$ cat src/rtl/forth_pkg.sv
// -----------------------------------------------------------------------------
// forth_pkg -- shared definitions for the Forth core front end.
//   WORD_W    : machine word width (bits)
//   CODE_BASE : start of code space
//   DICT_BASE : start of dictionary space
//   fetch_state_t : instruction-fetch FSM state encoding
//   pc_incr   : sequential next-fetch address (wraps modulo 2^16)
// -----------------------------------------------------------------------------
package forth_pkg;

    localparam int                 WORD_W    = 16;
    localparam logic [WORD_W-1:0]  CODE_BASE = 16'h0000;
    localparam logic [WORD_W-1:0]  DICT_BASE = 16'h1000;

    typedef enum logic [1:0] {
        ST_BOOT  = 2'd0,
        ST_RUN   = 2'd1,
        ST_FAULT = 2'd2
    } fetch_state_t;

    // Instructions are one 16-bit word, so the next sequential fetch is +2 bytes.
    function automatic logic [WORD_W-1:0] pc_incr(input logic [WORD_W-1:0] addr);
        return addr + 16'd2;
    endfunction

endpackage

$ cat src/rtl/ifetch_rstack.sv
// -----------------------------------------------------------------------------
// ifetch_rstack -- LIFO return-address stack for the fetch unit.
// Parameters:
//   RS_DEPTH : number of entries (power of two, 2..16)
// Ports:
//   clk, reset   : clock, asynchronous active-high reset (clears depth only)
//   push, pop    : push push_data / discard top (caller never asserts both)
//   push_data    : return address to store
//   top          : most recently pushed entry (don't-care when empty)
//   full, empty  : occupancy flags
// -----------------------------------------------------------------------------
module ifetch_rstack
    import forth_pkg::*;
#(
    parameter int RS_DEPTH = 8
) (
    input  logic              clk,
    input  logic              reset,
    input  logic              push,
    input  logic              pop,
    input  logic [WORD_W-1:0] push_data,
    output logic [WORD_W-1:0] top,
    output logic              full,
    output logic              empty
);

    localparam int PTR_W = $clog2(RS_DEPTH);
    localparam int CNT_W = $clog2(RS_DEPTH + 1);

    logic [CNT_W-1:0]  depth_r;
    logic [WORD_W-1:0] mem_r [RS_DEPTH];

    assign full  = (depth_r == CNT_W'(RS_DEPTH));
    assign empty = (depth_r == {CNT_W{1'b0}});
    // Top lives one slot below the depth count; the wrap when empty is harmless.
    assign top   = mem_r[PTR_W'(depth_r - CNT_W'(1))];

    // Depth counter: the only stack state that needs a reset.
    always_ff @(posedge clk or posedge reset) begin
        if (reset) begin
            depth_r <= {CNT_W{1'b0}};
        end else if (push && !full) begin
            depth_r <= depth_r + CNT_W'(1);
        end else if (pop && !empty) begin
            depth_r <= depth_r - CNT_W'(1);
        end else begin
            depth_r <= depth_r;
        end
    end

    // Storage write: no reset, stale entries above depth are never read as valid.
    always_ff @(posedge clk) begin
        if (push && !full) begin
            mem_r[PTR_W'(depth_r)] <= push_data;
        end
    end

endmodule

$ cat src/rtl/ifetch.sv
// -----------------------------------------------------------------------------
// ifetch -- instruction fetch unit with return-address stack.
// Parameters:
//   RS_DEPTH : return-stack entries (power of two, 2..16)
//   RESET_PC : first fetch address after reset
// Ports:
//   clk, reset          : clock, asynchronous active-high reset
//   pc / instr          : memory address out, same-cycle instruction word in
//   ir, ir_pc, ir_valid : fetched instruction, its address, live flag
//   ir_ready            : decode consumes ir this cycle
//   redirect, call, ret : control flow (priority ret > call > redirect),
//                         honoured only while ir is valid and consumed
//   redirect_pc         : target for redirect/call
//   rs_overflow         : sticky, call with stack full
//   rs_underflow        : sticky, ret with stack empty
//   misalign            : sticky, odd redirect/call target
// Configuration:
//   IFETCH_ALIGN_CHECK_EN defined  -> odd targets fault and set misalign.
//   IFETCH_ALIGN_CHECK_EN undefined -> bit 0 of the target is cleared,
//                                      misalign never sets.
// Any fault parks the unit in FAULT until reset.
// -----------------------------------------------------------------------------
module ifetch
    import forth_pkg::*;
#(
    parameter int          RS_DEPTH = 8,
    parameter logic [15:0] RESET_PC = 16'h0000
) (
    input  logic        clk,
    input  logic        reset,
    output logic [15:0] pc,
    input  logic [15:0] instr,
    output logic [15:0] ir,
    output logic [15:0] ir_pc,
    output logic        ir_valid,
    input  logic        ir_ready,
    input  logic        redirect,
    input  logic        call,
    input  logic        ret,
    input  logic [15:0] redirect_pc,
    output logic        rs_overflow,
    output logic        rs_underflow,
    output logic        misalign
);

    fetch_state_t      state_r, state_nxt_s;
    logic [WORD_W-1:0] pc_r, pc_nxt_s;
    logic [WORD_W-1:0] ir_r, ir_nxt_s;
    logic [WORD_W-1:0] ir_pc_r, ir_pc_nxt_s;
    logic              ir_valid_r, ir_valid_nxt_s;
    logic              ovf_r, ovf_nxt_s;
    logic              unf_r, unf_nxt_s;
    logic              mis_r, mis_nxt_s;

    logic              push_s, pop_s;
    logic [WORD_W-1:0] rs_top_s;
    logic              rs_full_s, rs_empty_s;
    logic [WORD_W-1:0] target_s;
    logic              target_odd_s;

`ifdef IFETCH_ALIGN_CHECK_EN
    assign target_s     = redirect_pc;
    assign target_odd_s = redirect_pc[0];
`else
    assign target_s     = redirect_pc & 16'hFFFE;
    assign target_odd_s = 1'b0;
`endif

    ifetch_rstack #(
        .RS_DEPTH (RS_DEPTH)
    ) u_rstack (
        .clk       (clk),
        .reset     (reset),
        .push      (push_s),
        .pop       (pop_s),
        .push_data (pc_incr(ir_pc_r)),
        .top       (rs_top_s),
        .full      (rs_full_s),
        .empty     (rs_empty_s)
    );

    // Next-state and datapath decisions for the fetch FSM.
    always_comb begin
        state_nxt_s    = state_r;
        pc_nxt_s       = pc_r;
        ir_nxt_s       = ir_r;
        ir_pc_nxt_s    = ir_pc_r;
        ir_valid_nxt_s = ir_valid_r;
        ovf_nxt_s      = ovf_r;
        unf_nxt_s      = unf_r;
        mis_nxt_s      = mis_r;
        push_s         = 1'b0;
        pop_s          = 1'b0;

        case (state_r)
            ST_BOOT: begin
                pc_nxt_s       = RESET_PC;
                ir_valid_nxt_s = 1'b0;
                state_nxt_s    = ST_RUN;
            end
            ST_RUN: begin
                if (ir_valid_r && ir_ready) begin
                    // Controls belong to the instruction being consumed now.
                    if (ret) begin
                        ir_valid_nxt_s = 1'b0;
                        if (rs_empty_s) begin
                            unf_nxt_s   = 1'b1;
                            state_nxt_s = ST_FAULT;
                        end else begin
                            pop_s    = 1'b1;
                            pc_nxt_s = rs_top_s;
                        end
                    end else if (call) begin
                        ir_valid_nxt_s = 1'b0;
                        if (rs_full_s) begin
                            ovf_nxt_s   = 1'b1;
                            state_nxt_s = ST_FAULT;
                        end else if (target_odd_s) begin
                            mis_nxt_s   = 1'b1;
                            state_nxt_s = ST_FAULT;
                        end else begin
                            push_s   = 1'b1;
                            pc_nxt_s = target_s;
                        end
                    end else if (redirect) begin
                        ir_valid_nxt_s = 1'b0;
                        if (target_odd_s) begin
                            mis_nxt_s   = 1'b1;
                            state_nxt_s = ST_FAULT;
                        end else begin
                            pc_nxt_s = target_s;
                        end
                    end else begin
                        ir_nxt_s       = instr;
                        ir_pc_nxt_s    = pc_r;
                        ir_valid_nxt_s = 1'b1;
                        pc_nxt_s       = pc_incr(pc_r);
                    end
                end else if (!ir_valid_r) begin
                    ir_nxt_s       = instr;
                    ir_pc_nxt_s    = pc_r;
                    ir_valid_nxt_s = 1'b1;
                    pc_nxt_s       = pc_incr(pc_r);
                end else begin
                    // Decode stalled: everything holds.
                    ir_valid_nxt_s = ir_valid_r;
                end
            end
            ST_FAULT: begin
                ir_valid_nxt_s = 1'b0;
            end
            default: begin
                // Unreachable encoding: park safely.
                ir_valid_nxt_s = 1'b0;
                state_nxt_s    = ST_FAULT;
            end
        endcase
    end

    // State and output registers.
    always_ff @(posedge clk or posedge reset) begin
        if (reset) begin
            state_r    <= ST_BOOT;
            pc_r       <= RESET_PC;
            ir_r       <= 16'h0000;
            ir_pc_r    <= 16'h0000;
            ir_valid_r <= 1'b0;
            ovf_r      <= 1'b0;
            unf_r      <= 1'b0;
            mis_r      <= 1'b0;
        end else begin
            state_r    <= state_nxt_s;
            pc_r       <= pc_nxt_s;
            ir_r       <= ir_nxt_s;
            ir_pc_r    <= ir_pc_nxt_s;
            ir_valid_r <= ir_valid_nxt_s;
            ovf_r      <= ovf_nxt_s;
            unf_r      <= unf_nxt_s;
            mis_r      <= mis_nxt_s;
        end
    end

    assign pc           = pc_r;
    assign ir           = ir_r;
    assign ir_pc        = ir_pc_r;
    assign ir_valid     = ir_valid_r;
    assign rs_overflow  = ovf_r;
    assign rs_underflow = unf_r;
    assign misalign     = mis_r;

endmodule

$ cat config.mk
export PLATFORM = sky130hd
export DESIGN_NAME = ifetch
export DESIGN_NICKNAME = d
export VERILOG_FILES = /design/src/rtl/forth_pkg.sv /design/src/rtl/ifetch_rstack.sv /design/src/rtl/ifetch.sv
export SDC_FILE = /design/constraint.sdc
export NUM_CORES = 1
export LEC_CHECK = 0
export BUFFER_PORTS_ARGS = -buffer_cell sky130_fd_sc_hd__buf_2
export CAP_MARGIN = 5
export CORE_ASPECT_RATIO = 0.5
export CORE_MARGIN = 2
export CORE_UTILIZATION = 28
export CTS_BUF_LIST = sky130_fd_sc_hd__clkbuf_4
export CTS_CLUSTER_SIZE = 24
export DETAILED_ROUTE_END_ITERATION = 10
export SLEW_MARGIN = 20
export SYNTH_ARGS = -nofsm -noshare
export SYNTH_HDL_FRONTEND = slang
export SYNTH_SLANG_ARGS = --single-unit
$ cat constraint.sdc
create_clock -name clk -period 3.2 [get_ports clk]
set_input_delay 0.32 -clock clk [delete_from_list [all_inputs] [get_ports clk]]
set_output_delay 0.32 -clock clk [all_outputs]
set_load 0.02 [all_outputs]
== Yosys cells after proc, flatten, opt, wreduce, memory -nomap -nowiden ==
Memory sizes are Yosys's and may differ from the RTL's.
Index checks and enable logic that the tools add are counted.
Storage, ports and cells
  bits in registers: 57
  latch bits: 0
  bits in writable memories: 128
  ROM bits: 0
  input port bits: 38
  output and inout port bits: 52
  word-level logic and storage cells: 85
  memories: 1
Cells by class
  add/subtract/negate cells: 4
  multiply operators: 0
  divide/modulo/power cells: 0
  order comparisons: 0
  equal/unequal tests: 14
  shifts and indexed selects: 0
  multiplexer cells: 42
  bitwise gates (word level): 2
  reductions and logical operators: 14
Memory list
  u_rstack.mem_r: depth 8, width 16, rd ports 1, clocked after memory_dff 0, wr ports 1, line ifetch_rstack.sv:31  | logic [WORD_W-1:0] mem_r [RS_DEPTH];
Operators with widths (count)
  16-bit 2-to-1 mux: 17
  16-bit by 2-bit adder with 16-bit output, second input constant: 2
  16-bit case mux with 2 select lines: 1
  1-bit 2-to-1 mux: 16
  5-bit AND reduction: 3
  2-bit 2-to-1 mux: 5
  4-bit 2-to-1 mux: 2
  2-bit inequality test, second input constant: 4
  4-bit AND reduction: 2
  3-bit by 2-bit inequality test with 1-bit output, second input constant: 2
  3-bit inequality test, second input constant: 2
  2-bit case mux with 3 select lines: 1
  5-bit inequality test, second input constant: 1
  4-bit by 1-bit adder with 4-bit output, second input constant: 1
  4-bit == test, second input constant: 1
  4-bit logical NOT: 1
  4-bit inequality test, second input constant: 1
  2-bit nonzero test: 2
  4-bit by 1-bit subtractor with 4-bit output, second input constant: 1
  1-bit logical AND: 3
  2-bit by 1-bit == test with 1-bit output, second input constant: 1
  2-bit == test, second input constant: 1
  1-bit logical NOT: 2
  2-bit logical NOT: 1
  2 further kinds: 3

== Depth between registers and ports, before layout ==
Gate-level depths: netlist of run 1.
  depth in word-level cells: 9
  depth in mapped cells: 12
  mapped depth without buffers: 8

== Modules after synthesis ==
Synthesis of run 1 repeated with hierarchy kept, for this count alone.
Second synthesis, totals
  cells, all modules: 524
  area, all modules: 8104.0 sq um
By module, submodules not included
  ifetch_rstack: times used 1, cells each 243, area each 5230.0 sq um, sequential area each 3943.8 sq um
  ifetch: times used 1, cells each 281, area each 2874.0 sq um, sequential area each 1326.3 sq um

== Worst setup path after synthesis of run 1 ==
OpenSTA, ideal clock, no wires.
  path type: register to register
  start point: register u_rstack.depth_r[0]
  end point: memory u_rstack.mem_r[2][0], enable pin
  library setup time: 0.409 ns
  arrival time: 2.967 ns
  required time: 2.791 ns
  path slack: -0.177 ns
  cell stages (with the launch flop): 10
  buffers on the path: 2
  clock period less this slack: 3.377 ns
  cell sequence: dfrtp_1 buf_2 buf_2 inv_1 ha_1 nor2b_1 nand2_1 and3_1 nand2_1 nor3_1
Between the ends
  longest elaborated chain between the ends: 9
  elaborated cells on any way between the ends: 10
  classes of those cells: eq/ne (1); mux (7); reduce/logical (2)
RTL lines
  from (decl): line ifetch_rstack.sv:30  | logic [CNT_W-1:0] depth_r;
  from (signal assigned): line ifetch_rstack.sv:41  | depth_r <= {CNT_W{1'b0}};
  from (signal assigned): line ifetch_rstack.sv:43  | depth_r <= depth_r + CNT_W'(1);
  from (signal assigned): line ifetch_rstack.sv:45  | depth_r <= depth_r - CNT_W'(1);
  4-bit == test: line ifetch_rstack.sv:33  | assign full = (depth_r == CNT_W'(RS_DEPTH));
  1-bit 2-to-1 mux: line ifetch.sv:115  | if (rs_full_s) begin
  1-bit 2-to-1 mux: line ifetch.sv:113  | end else if (call) begin
  1-bit 2-to-1 mux: line ifetch.sv:104  | if (ret) begin
  1-bit 2-to-1 mux: line ifetch.sv:102  | if (ir_valid_r && ir_ready) begin
  1-bit 2-to-1 mux: line ifetch.sv:95  | case (state_r)
  1-bit logical AND: line ifetch_rstack.sv:53  | if (push && !full) begin
  1-bit 2-to-1 mux: line ifetch_rstack.sv:53
  1-bit 2-to-1 mux (implied by the code): line ifetch_rstack.sv:54  | mem_r[PTR_W'(depth_r)] <= push_data;
  to (decl): line ifetch_rstack.sv:31
Several ways; a longest one is shown, not always the timed one.

== Worst setup path after layout of run 1 ==
  start point: register u_rstack.depth_r[0]
  end point: register pc_r[15], in the netlist pc[15]
Between the ends
  longest elaborated chain between the ends: 6
  elaborated cells on any way between the ends: 11
  classes of those cells: add/sub (1); eq/ne (3); mux (4); reduce/logical (2); memory (1)
RTL lines
  4-bit by 1-bit subtractor with 4-bit output: line ifetch_rstack.sv:36  | assign top = mem_r[PTR_W'(depth_r - CNT_W'(1))];
  memory 8 x 16 bit
  16-bit 2-to-1 mux: line ifetch.sv:106  | if (rs_empty_s) begin
  16-bit 2-to-1 mux: line ifetch.sv:104
  16-bit 2-to-1 mux: line ifetch.sv:102
  16-bit case mux with 2 select lines: line ifetch.sv:95
  to (signal assigned): line ifetch.sv:173  | pc_r <= pc_nxt_s;
  to (decl): line ifetch.sv:47  | logic [WORD_W-1:0] pc_r, pc_nxt_s;
Several ways; a longest one is shown, not always the timed one. The select of a mux whose other input is x is not followed.
A chain may end at the register's enable or synchronous reset.

==> results.yml, run 1 <==
run_status:
  status: "completed"
yosys:
  syn_area_per_cell_um2: 14.8
  synthFlopType: "edfxtp_1"
  netlist_instances: 550
  syn-num-nets: 592
  yosysSeqAreaShare: 0.646
  yosysTopAreaCell: "edfxtp_1"
  async_flop_share: 0.308
  yosys_warnings: 0
  synth_top_area_frac: 0.471
  synth_edf_count: 128
  syn_area_um2: 8160
  synth.distinct_cells: 60
  ys_ff_latch: 185
  ys_top_cells_by_area: "edfxtp_1, dfrtp_1, mux4_2"
clock_network:
  post_cts_buffers: 0
  clkLatencyLatePin_ns: 0.62
  numCtsBuffers: 17
  htreeDepth: 4
  cts_root_buffer: "clkbuf_4"
  cts_tree: "done"
  clock_sinks: 185
  clockBufferDepth: 2
  clk_pin_slew_ns: 0.18
sta:
  clock.fmax_mhz: 383
  slew_viol_final: 0
  slew_headroom: 0.467
  fin_skew_ns: 0.0374
  fin_crit_sh: 0.817
  tightest_slew_ns: 0.794
  fin_crit_ns: 2.61
  hold_viol: 0
  rsz0062_at_grt: "no"
  setup-violations-final: 0
  fin_setup_tns_ns: 0
grt:
  grt_antenna_before_repair: 1
  track_usage: 0.134
  grt_pass1_vias: 5174
  overflow: 0
  grt_max_degree: 58
  grt_pass1_wl_um: 30900
detailed_routing:
  ant_nets: 0
  via_per_inst: 4.85
  drt-total-wl_um: 20100
  drt_iter0_markers: 515
  route.detailed.drc: 0
  drt-met1-wl_um: 8720
  wl_per_cell_um: 18.8
  dr_wl_met3_um: 849
  via_count: 5176
  dr_wl_met2_um: 10200
  top_layer_used: "met4"
  first_pass_iters: 5
power:
  p_per_area_nw_per_um2: 877
  ir_drop_mv: 0.375
  leakagePower_nw: 3.59
  power.total_mw: 8.45
placed_design:
  place.gp.congestion: 0.833
  dp_hpwl_um: 13000
  io_buffers: 87
  dp_cells: 1015
  placed_cell_area_um2: 9090
finish:
  fin_nets: 705
  drive_gt1_frac: 0.318
  design_area_um2: 9630
  syn_to_final_growth_pct: 18.0
  stdcell_count: 1068
floorplanning:
  rows: 44
  ios: 90
  start_util: 0.283
  fp.dieH_um: 125
  dieArea_um2: 30600
  core_region_area_um2: 28800
  die_w_um: 245
worst_setup_path:
  critPathRequiredTime_ns: 3.69
  startpoint_type: "flip-flop"
  end_kind: "flip-flop"
  path_max_fanout: 10
  critical_path_arrival_ns: 3.10
  worstSetupPathType: "reg -> reg"
min_path:
  hold_path.class: "in -> reg"
flow_run:
  cap_violations: 0
==> report_power, final <==
part | switching (mW) | internal [mW] | total [mW]
clock network | 0.956 | 0.460 | 1.42
registers | 0.437 | 3.08 | 3.52
logic | 2.03 | 1.48 | 3.51
==> registers in the layout (all words and copies together) (netlist names) <==
register	cells
u_rstack.mem_r	128
rs_underflow	1
ir_valid	1
rs_overflow	1
ir	16
pc	16
ir_pc	16
state_r	2
u_rstack.depth_r	4
==> synth_stat cells (5+ instances only) <==
master    number
o21ai_1       10
clkbuf_1       8
mux2i_1       12
a21oi_1       22
a211oi_1       7
xor2_1         5
mux2_2        32
xnor2_1       13
o21ai_0       18
and2_1         5
nor3_1         8
nand3_1       16
buf_2         15
nor2_1        35
dfrtp_1       57
inv_1          8
mux4_2        32
and3_1         6
edfxtp_1     128
nand2_1       43
==> cells by family after synthesis <==
group | after synthesis | synth area share
AO/OA/AOI/OAI | 84 | 0.0656
XOR/XNOR | 19 | 0.0227
other | 1 | 0.000460
adder cells (fa/ha/maj) | 4 | 0.00613
multiplexers | 79 | 0.151
AND/OR/NAND/NOR | 139 | 0.0836
flip-flops | 185 | 0.646
buffers and inverters | 39 | 0.0244
==> per-layer routing <==
metal,vias to the layer above,global-route usage
met5,-,0
met4,0,0.0439
met3,23,0.0185
met2,141,0.231
met1,2679,0.174
li1,2333,-
==> cells in the final DEF (no fill, tap or decap), types with 10 or more instances in the layout <==
| master | n |
|---|---|
| buf_2 | 87 |
| mux2i_1 | 12 |
| mux2_2 | 32 |
| xnor2_1 | 13 |
| nand2_1 | 43 |
| a21oi_1 | 22 |
| buf_4 | 15 |
| mux4_2 | 32 |
| o21ai_1 | 10 |
| edfxtp_1 | 128 |
| dlygate4sd3_1 | 20 |
| nor2_1 | 35 |
| dfrtp_1 | 56 |
| nand3_1 | 16 |
| o21ai_0 | 18 |
| clkbuf_4 | 17 |
==> final timing paths <==
kind | endpoint | cells after the start | slack [ns] | startpoint
setup / recovery | pc[15] | 9 | 0.59 | u_rstack.depth_r[0]
hold / removal | rs_overflow | 2 | 0.08 | call
setup reg to reg | pc[15] | 9 | 0.59 | u_rstack.depth_r[0]
hold reg to reg | ir[2] | 1 | 0.51 | ir[2]
max in group asynchronous | u_rstack.depth_r[0] | 4 | 2.18 | reset
min in group asynchronous | ir[12] | 4 | 0.44 | reset
==> repair_timing <==
item,CTS,global route
resized for setup,0,0
endpoints found under the setup margin,0,0
hold buffers,20,0
endpoints found under the hold margin,76,0
==> final cells by class <==
type / instances / area (um2)
fillers: 2794 / 19200
flip-flops and latches: 185 / 5270
multi-input cells: 326 / 2710
repair buffers: 124 / 788
well taps: 391 / 489
clock inverters: 15 / 210
clock buffers: 17 / 128
inverters: 9 / 33.8
diodes: 1 / 2.50
==> through the flow <==
stage / setup slack (ns) / hold slack (ns) / utilization
4_1_cts: 0.551 / 0.0344 / 0.334
6_report: 0.587 / 0.0765 / 0.334
2_1_floorplan: 0.227 / 0.455 / -
5_1_grt: 0.392 / 0.0598 / 0.334
3_5_place_dp: 0.616 / 0.475 / 0.315
3_3_place_gp: 0.659 / 0.463 / 0.315
==> critical path, cell delays in order, from the launching register on <==
cell,delay (ns)
dfrtp_2,0.44
inv_1,0.17
ha_1,0.37
xor2_4,0.45
buf_4,0.29
mux2i_1,0.26
nand2_1,0.10
nand2_1,0.11
a21oi_1,0.06
o211a_1,0.24
No activity file was read; power rests on OpenSTA's default activity.
==> run 2: changes to the inputs <==
Clock period 3.2 ns to 2.16 ns, I/O delays scaled along.
==> run 2 against run 1 <==
Net effect:
- worst setup slack got worse by 0.56 ns
- utilization is 3.1 points higher
- highest routed layer unchanged
- critical endpoint is now pc[4]
- critical path type unchanged
- combinational power is 92% higher
==> results.yml, run 2 (synthesis results as in run 1) <==
worst_setup_path:
  crit_cells: 8
  startpoint_type: "flip-flop"
  critPathRequiredTime_ns: 2.63
  reg2reg_to: "pc[4]"
  reg2reg_from: "u_rstack.depth_r[0]"
  crit_buf_inv: 3
  path_max_fanout: 7
  cp_slowest_cell: "dfrtp_2"
  max_stage_delay_ns: 0.44
  critical_path_arrival_ns: 2.60
  worstSetupPathType: "reg -> reg"
  setup.worst_path.end: "pc[4]"
  end_kind: "flip-flop"
  path_cells: "clkinvlp_4 > ha_4 > buf_4 > buf_4 > mux4_2 > mux2_4 > a221oi_2 > o21ai_1"
  crit_start: "u_rstack.depth_r[0]"
  r2r_setup_slack_ns: 0.02
  cpLargestDelayFamily: "multiplexers"
  ff2ff_path_depth: 8
  cp_common_cell: "buf_4"
sta:
  fin_skew_ns: 0.0226
  setup-violations-final: 0
  tightest_slew_ns: 0.782
  hold_viol: 0
  slew_headroom: 0.475
  slew_viol_final: 0
  fin_setup_tns_ns: 0
  fin_crit_sh: 0.989
  rsz0062_at_grt: "yes"
  clock.fmax_mhz: 468
  fin_crit_ns: 2.14
floorplanning:
  core_region_area_um2: 28800
  dieArea_um2: 30600
  rows: 44
  fp.dieH_um: 125
  die_w_um: 245
  ios: 90
  start_util: 0.283
finish:
  seq_area_um2: 5270
  final_common_cell: "edfxtp_1"
  postLayoutCoreUtil: 0.365
  drive_gt1_frac: 0.411
  design_area_um2: 10500
  largest-register: "u_rstack.mem_r"
  fin_nets: 780
  multiInputGateArea_um2: 2870
  syn_to_final_growth_pct: 28.9
  layout_common_cells: "edfxtp_1, buf_2, buf_4"
  fillers: 2715
  largest_reg_flops: 128
clock_network:
  numCtsBuffers: 17
  clock_sinks: 185
  cts_tree: "done"
  htreeDepth: 4
  clockBufferDepth: 2
  clkLatencyLatePin_ns: 0.58
  clk_pin_slew_ns: 0.16
  cts_root_buffer: "clkbuf_4"
grt:
  track_usage: 0.144
  grt_max_degree: 37
  grt_pass1_vias: 5515
  grt_antenna_before_repair: 1
  overflow: 0
  grt_pass1_wl_um: 32800
power:
  p_per_area_nw_per_um2: 1320
  leakagePower_nw: 4.04
  ir_drop_mv: 0.526
  power.total_mw: 13.9
detailed_routing:
  ant_nets: 0
  wl_per_cell_um: 18.9
  via_count: 5439
  drt-total-wl_um: 21600
  drt_iter0_markers: 500
  via_per_inst: 4.76
  first_pass_iters: 7
  route.detailed.drc: 0
min_path:
  hold_path.class: "in -> reg"
placed_design:
  io_buffers: 87
  dp_hpwl_um: 15200
  place.gp.congestion: 0.802
  placed_cell_area_um2: 9790
flow_run:
  cap_violations: 0
run_status:
  status: "completed"
## run 2: worst min-delay path, cell delays in order
cell      delay (ns)
buf_2           0.10
o211ai_1        0.11
a31oi_1         0.17
## run 2: layout make-up
cell class / count / area share
multi-input cells: 326 / 0.273
well taps: 391 / 0.0465
diodes: 1 / 0.000238
clock buffers: 18 / 0.0128
repair buffers: 199 / 0.144
flip-flops and latches: 185 / 0.501
inverters: 9 / 0.00357
clock inverters: 14 / 0.0195
## run 2: worst min path at each step
stage	slack (ns)	startpoint	cells after the start	end
6_report	0.05	redirect_pc[6]	3	pc[6]
4_1_cts	0.01	redirect_pc[6]	3	pc[6]
2_1_floorplan	0.35	instr[2]	1	ir[2]
3_5_place_dp	0.34	reset	2	ir_pc[14]
5_1_grt	0.03	redirect_pc[6]	3	pc[6]
3_3_place_gp	0.33	reset	2	ir_pc[14]
## run 2: routing by layer
metal / part of all wire / wire [um] / track usage / vias to the layer above
met5: 0 / 0 / 0 / -
met4: 0.016 / 344 / 0.0460 / 0
met3: 0.048 / 1040 / 0.0278 / 27
met2: 0.50 / 10800 / 0.247 / 142
met1: 0.44 / 9450 / 0.185 / 2784
li1: - / - / - / 2486
## run 2: timing repair
action,4_1_cts,5_1_grt
endpoints found under the hold margin,47,0
gates resized for setup,0,9
setup buffers,6,9
gates cloned,0,0
setup endpoints to repair,2,19
pin swaps,1,1
hold buffers,23,0
## run 2: stage by stage
stage               hold slack, ns  std cells  worst slack, ns
finish                      0.0549       1143           0.0246
global route                0.0261       1143          -0.0507
CTS                         0.0108       1133          0.00354
detailed placement           0.336       1072          -0.0369
global placement             0.333       1072          -0.0590
floorplan                    0.351        550           -0.248
## run 2: where the power goes
part	switching, mW	internal (mW)
Clock	1.30	0.871
Sequential	0.432	4.57
Combinational	3.56	3.17
Total	5.29	8.61
==> run 3: changes to the inputs <==
Settings changed: ABC_CLOCK_PERIOD_IN_PS set to 2160, CELL_PAD_IN_SITES_DETAIL_PLACEMENT set to 0, CELL_PAD_IN_SITES_GLOBAL_PLACEMENT set to 1, PLACE_DENSITY set to 0.51.
==> run 3 against run 2 <==
Net effect:
- sequential power hardly changed
- final area is 1.4% higher
- the run now ends with setup timing left
- clock-buffer cell count is 1 lower
- die area stayed put
- routed wire length is 3.3% higher
- maximum frequency is 2.5% lower
- final cell count is 0.70% higher
- critical path type unchanged
- critical endpoint is now u_rstack.mem_r[0][10]
- via count is 2.1% lower
- combinational power is 9.1% higher
- non-clock buffer count is 8 higher
- sequential share of layout area is 0.71 points lower
- hold slack better by 0.0063 ns
==> results.yml, run 3 (synthesis results as in run 1) <==
grt:
  grt_max_degree: 22
  track_usage: 0.148
  grt_pass1_vias: 5314
  grt_pass1_wl_um: 33500
  grt_antenna_before_repair: 1
  overflow: 0
worst_setup_path:
  worstSetupPathType: "reg -> reg"
  startpoint_type: "flip-flop"
  critical_path_arrival_ns: 2.53
  reg2reg_from: "u_rstack.depth_r[0]"
  setup.worst_path.end: "u_rstack.mem_r[0][10]"
  end_kind: "flip-flop"
  reg2reg_to: "u_rstack.mem_r[0][10]"
  critPathRequiredTime_ns: 2.50
  path_max_fanout: 8
  crit_start: "u_rstack.depth_r[0]"
  r2r_setup_slack_ns: -0.03
  ff2ff_path_depth: 9
clock_network:
  numCtsBuffers: 17
  cts_tree: "done"
  htreeDepth: 4
  cts_root_buffer: "clkbuf_4"
  clockBufferDepth: 2
  clock_sinks: 185
  clk_pin_slew_ns: 0.18
  clkLatencyLatePin_ns: 0.62
detailed_routing:
  route.detailed.drc: 0
  via_count: 5326
  drt-total-wl_um: 22300
  wl_per_cell_um: 19.4
  ant_nets: 0
  first_pass_iters: 4
  via_per_inst: 4.63
  drt_iter0_markers: 368
finish:
  final_common_cell: "edfxtp_1"
  drive_gt1_frac: 0.422
  layout_common_cells: "edfxtp_1, buf_2, buf_4"
  fillers: 2788
  fin_nets: 788
  stdcell_count: 1151
  largest-register: "u_rstack.mem_r"
  syn_to_final_growth_pct: 30.8
  postLayoutCoreUtil: 0.370
  largest_reg_flops: 128
placed_design:
  place.gp.congestion: 0.799
  dp_hpwl_um: 15500
  dp_cells: 1084
  io_buffers: 87
floorplanning:
  ios: 90
  rows: 44
  start_util: 0.283
  die_w_um: 245
  fp.dieH_um: 125
  core_region_area_um2: 28800
  dieArea_um2: 30600
sta:
  slew_viol_final: 0
  slew_headroom: 0.513
  hold_viol: 0
  clock.fmax_mhz: 457
  fin_crit_ns: 2.19
  tightest_slew_ns: 0.728
  fin_crit_sh: 1.01
  setup_ws_ns: -0.0302
  fin_skew_ns: 0.0384
  rsz0062_at_grt: "yes"
  setup-violations-final: 15
flow_run:
  cap_violations: 0
power:
  p_per_area_nw_per_um2: 1340
  internal_power_mw: 8.57
  leakagePower_nw: 4.08
  power.total_mw: 14.3
  ir_drop_mv: 0.456
  power_frac_seq: 0.350
  pwr-share-clk: 0.135
  comb_power_share: 0.515
  p_sw_frac: 0.400
  p_sw_mw: 5.70
min_path:
  hold_path.class: "in -> reg"
run_status:
  violations: "setup timing"
  status: "finished with violations"
run 3: cell types whose count changed in the layout (fill, tap and decap cells not counted), moves of 4 or more:
cell / previous run / this run
a21oi_1: 19 / 15
a21oi_2: 3 / 7
buf_4: 74 / 67
buf_6: 1 / 7
run 3: repair_timing:
action	4_1_cts	5_1_grt
setup endpoints to repair	2	62
hold buffers	26	0
setup buffers	4	4
gates cloned	0	2
resized for setup	5	22
pin swaps	3	12
endpoints found under the hold margin	43	0
run 3: layer usage:
| metal | vias up | track usage | part of all wire |
|---|---|---|---|
| met4 | 0 | 0.0310 | 0.0083 |
| li1 | 2500 | - | - |
| met2 | 64 | 0.226 | 0.45 |
| met3 | 11 | 0.0280 | 0.036 |
| met1 | 2751 | 0.217 | 0.50 |
| met5 | - | 0 | 0 |
run 3: stage by stage:
stage,cell area (um2),TNS [ns],hold slack (ns),setup WS (ns)
2_1_floorplan,8360,-8.88,0.351,-0.248
3_3_place_gp,9910,-0.00982,0.259,-0.00982
3_5_place_dp,9910,0,0.267,0.00726
4_1_cts,10500,-0.0292,0.0114,-0.0215
5_1_grt,10700,-4.10,0.0397,-0.134
6_report,10700,-0.157,0.0612,-0.0302
run 3: final cells by class:
type	count	area (um2)	area share
Antenna cell	1	2.50	0.000234
Clock inverter	15	150	0.0141
Multi-Input combinational cell	326	2910	0.273
Inverter	9	37.5	0.00352
Clock buffer	17	128	0.0120
Timing Repair Buffer	207	1680	0.158
Sequential cell	185	5270	0.494
Tap cell	391	489	0.0458
run 3: worst min path at each step:
stage | depth (start not counted) | slack [ns] | end | from
final | 4 | 0.06 | pc[15] | redirect_pc[15]
after CTS | 4 | 0.01 | pc[13] | ret
after global placement | 2 | 0.26 | ir[13] | reset
after detailed placement | 2 | 0.27 | ir[13] | reset
after floorplan | 1 | 0.35 | ir[2] | instr[2]
after global routing | 4 | 0.04 | pc[15] | redirect_pc[15]
run 3: power by group through the flow:
stage	registers (mW)	clock network (mW)	logic (mW)
CTS	5.00	2.00	7.15
finish	5.00	1.93	7.34
global placement	5.06	0	6.94
detailed placement	5.07	0	6.94
global route	5.08	2.13	7.87
floorplan	5.50	0	3.60
run 3: worst max-delay path: stages, from the launching register on:
cell and delay [ns]:
dfrtp_2 0.42, clkinvlp_4 0.11, ha_4 0.19, buf_6 0.12
nor2b_4 0.12, nand2_2 0.07, and3_4 0.25, nand2_8 0.08
nor3_4 0.31, clkbuf_16 0.24
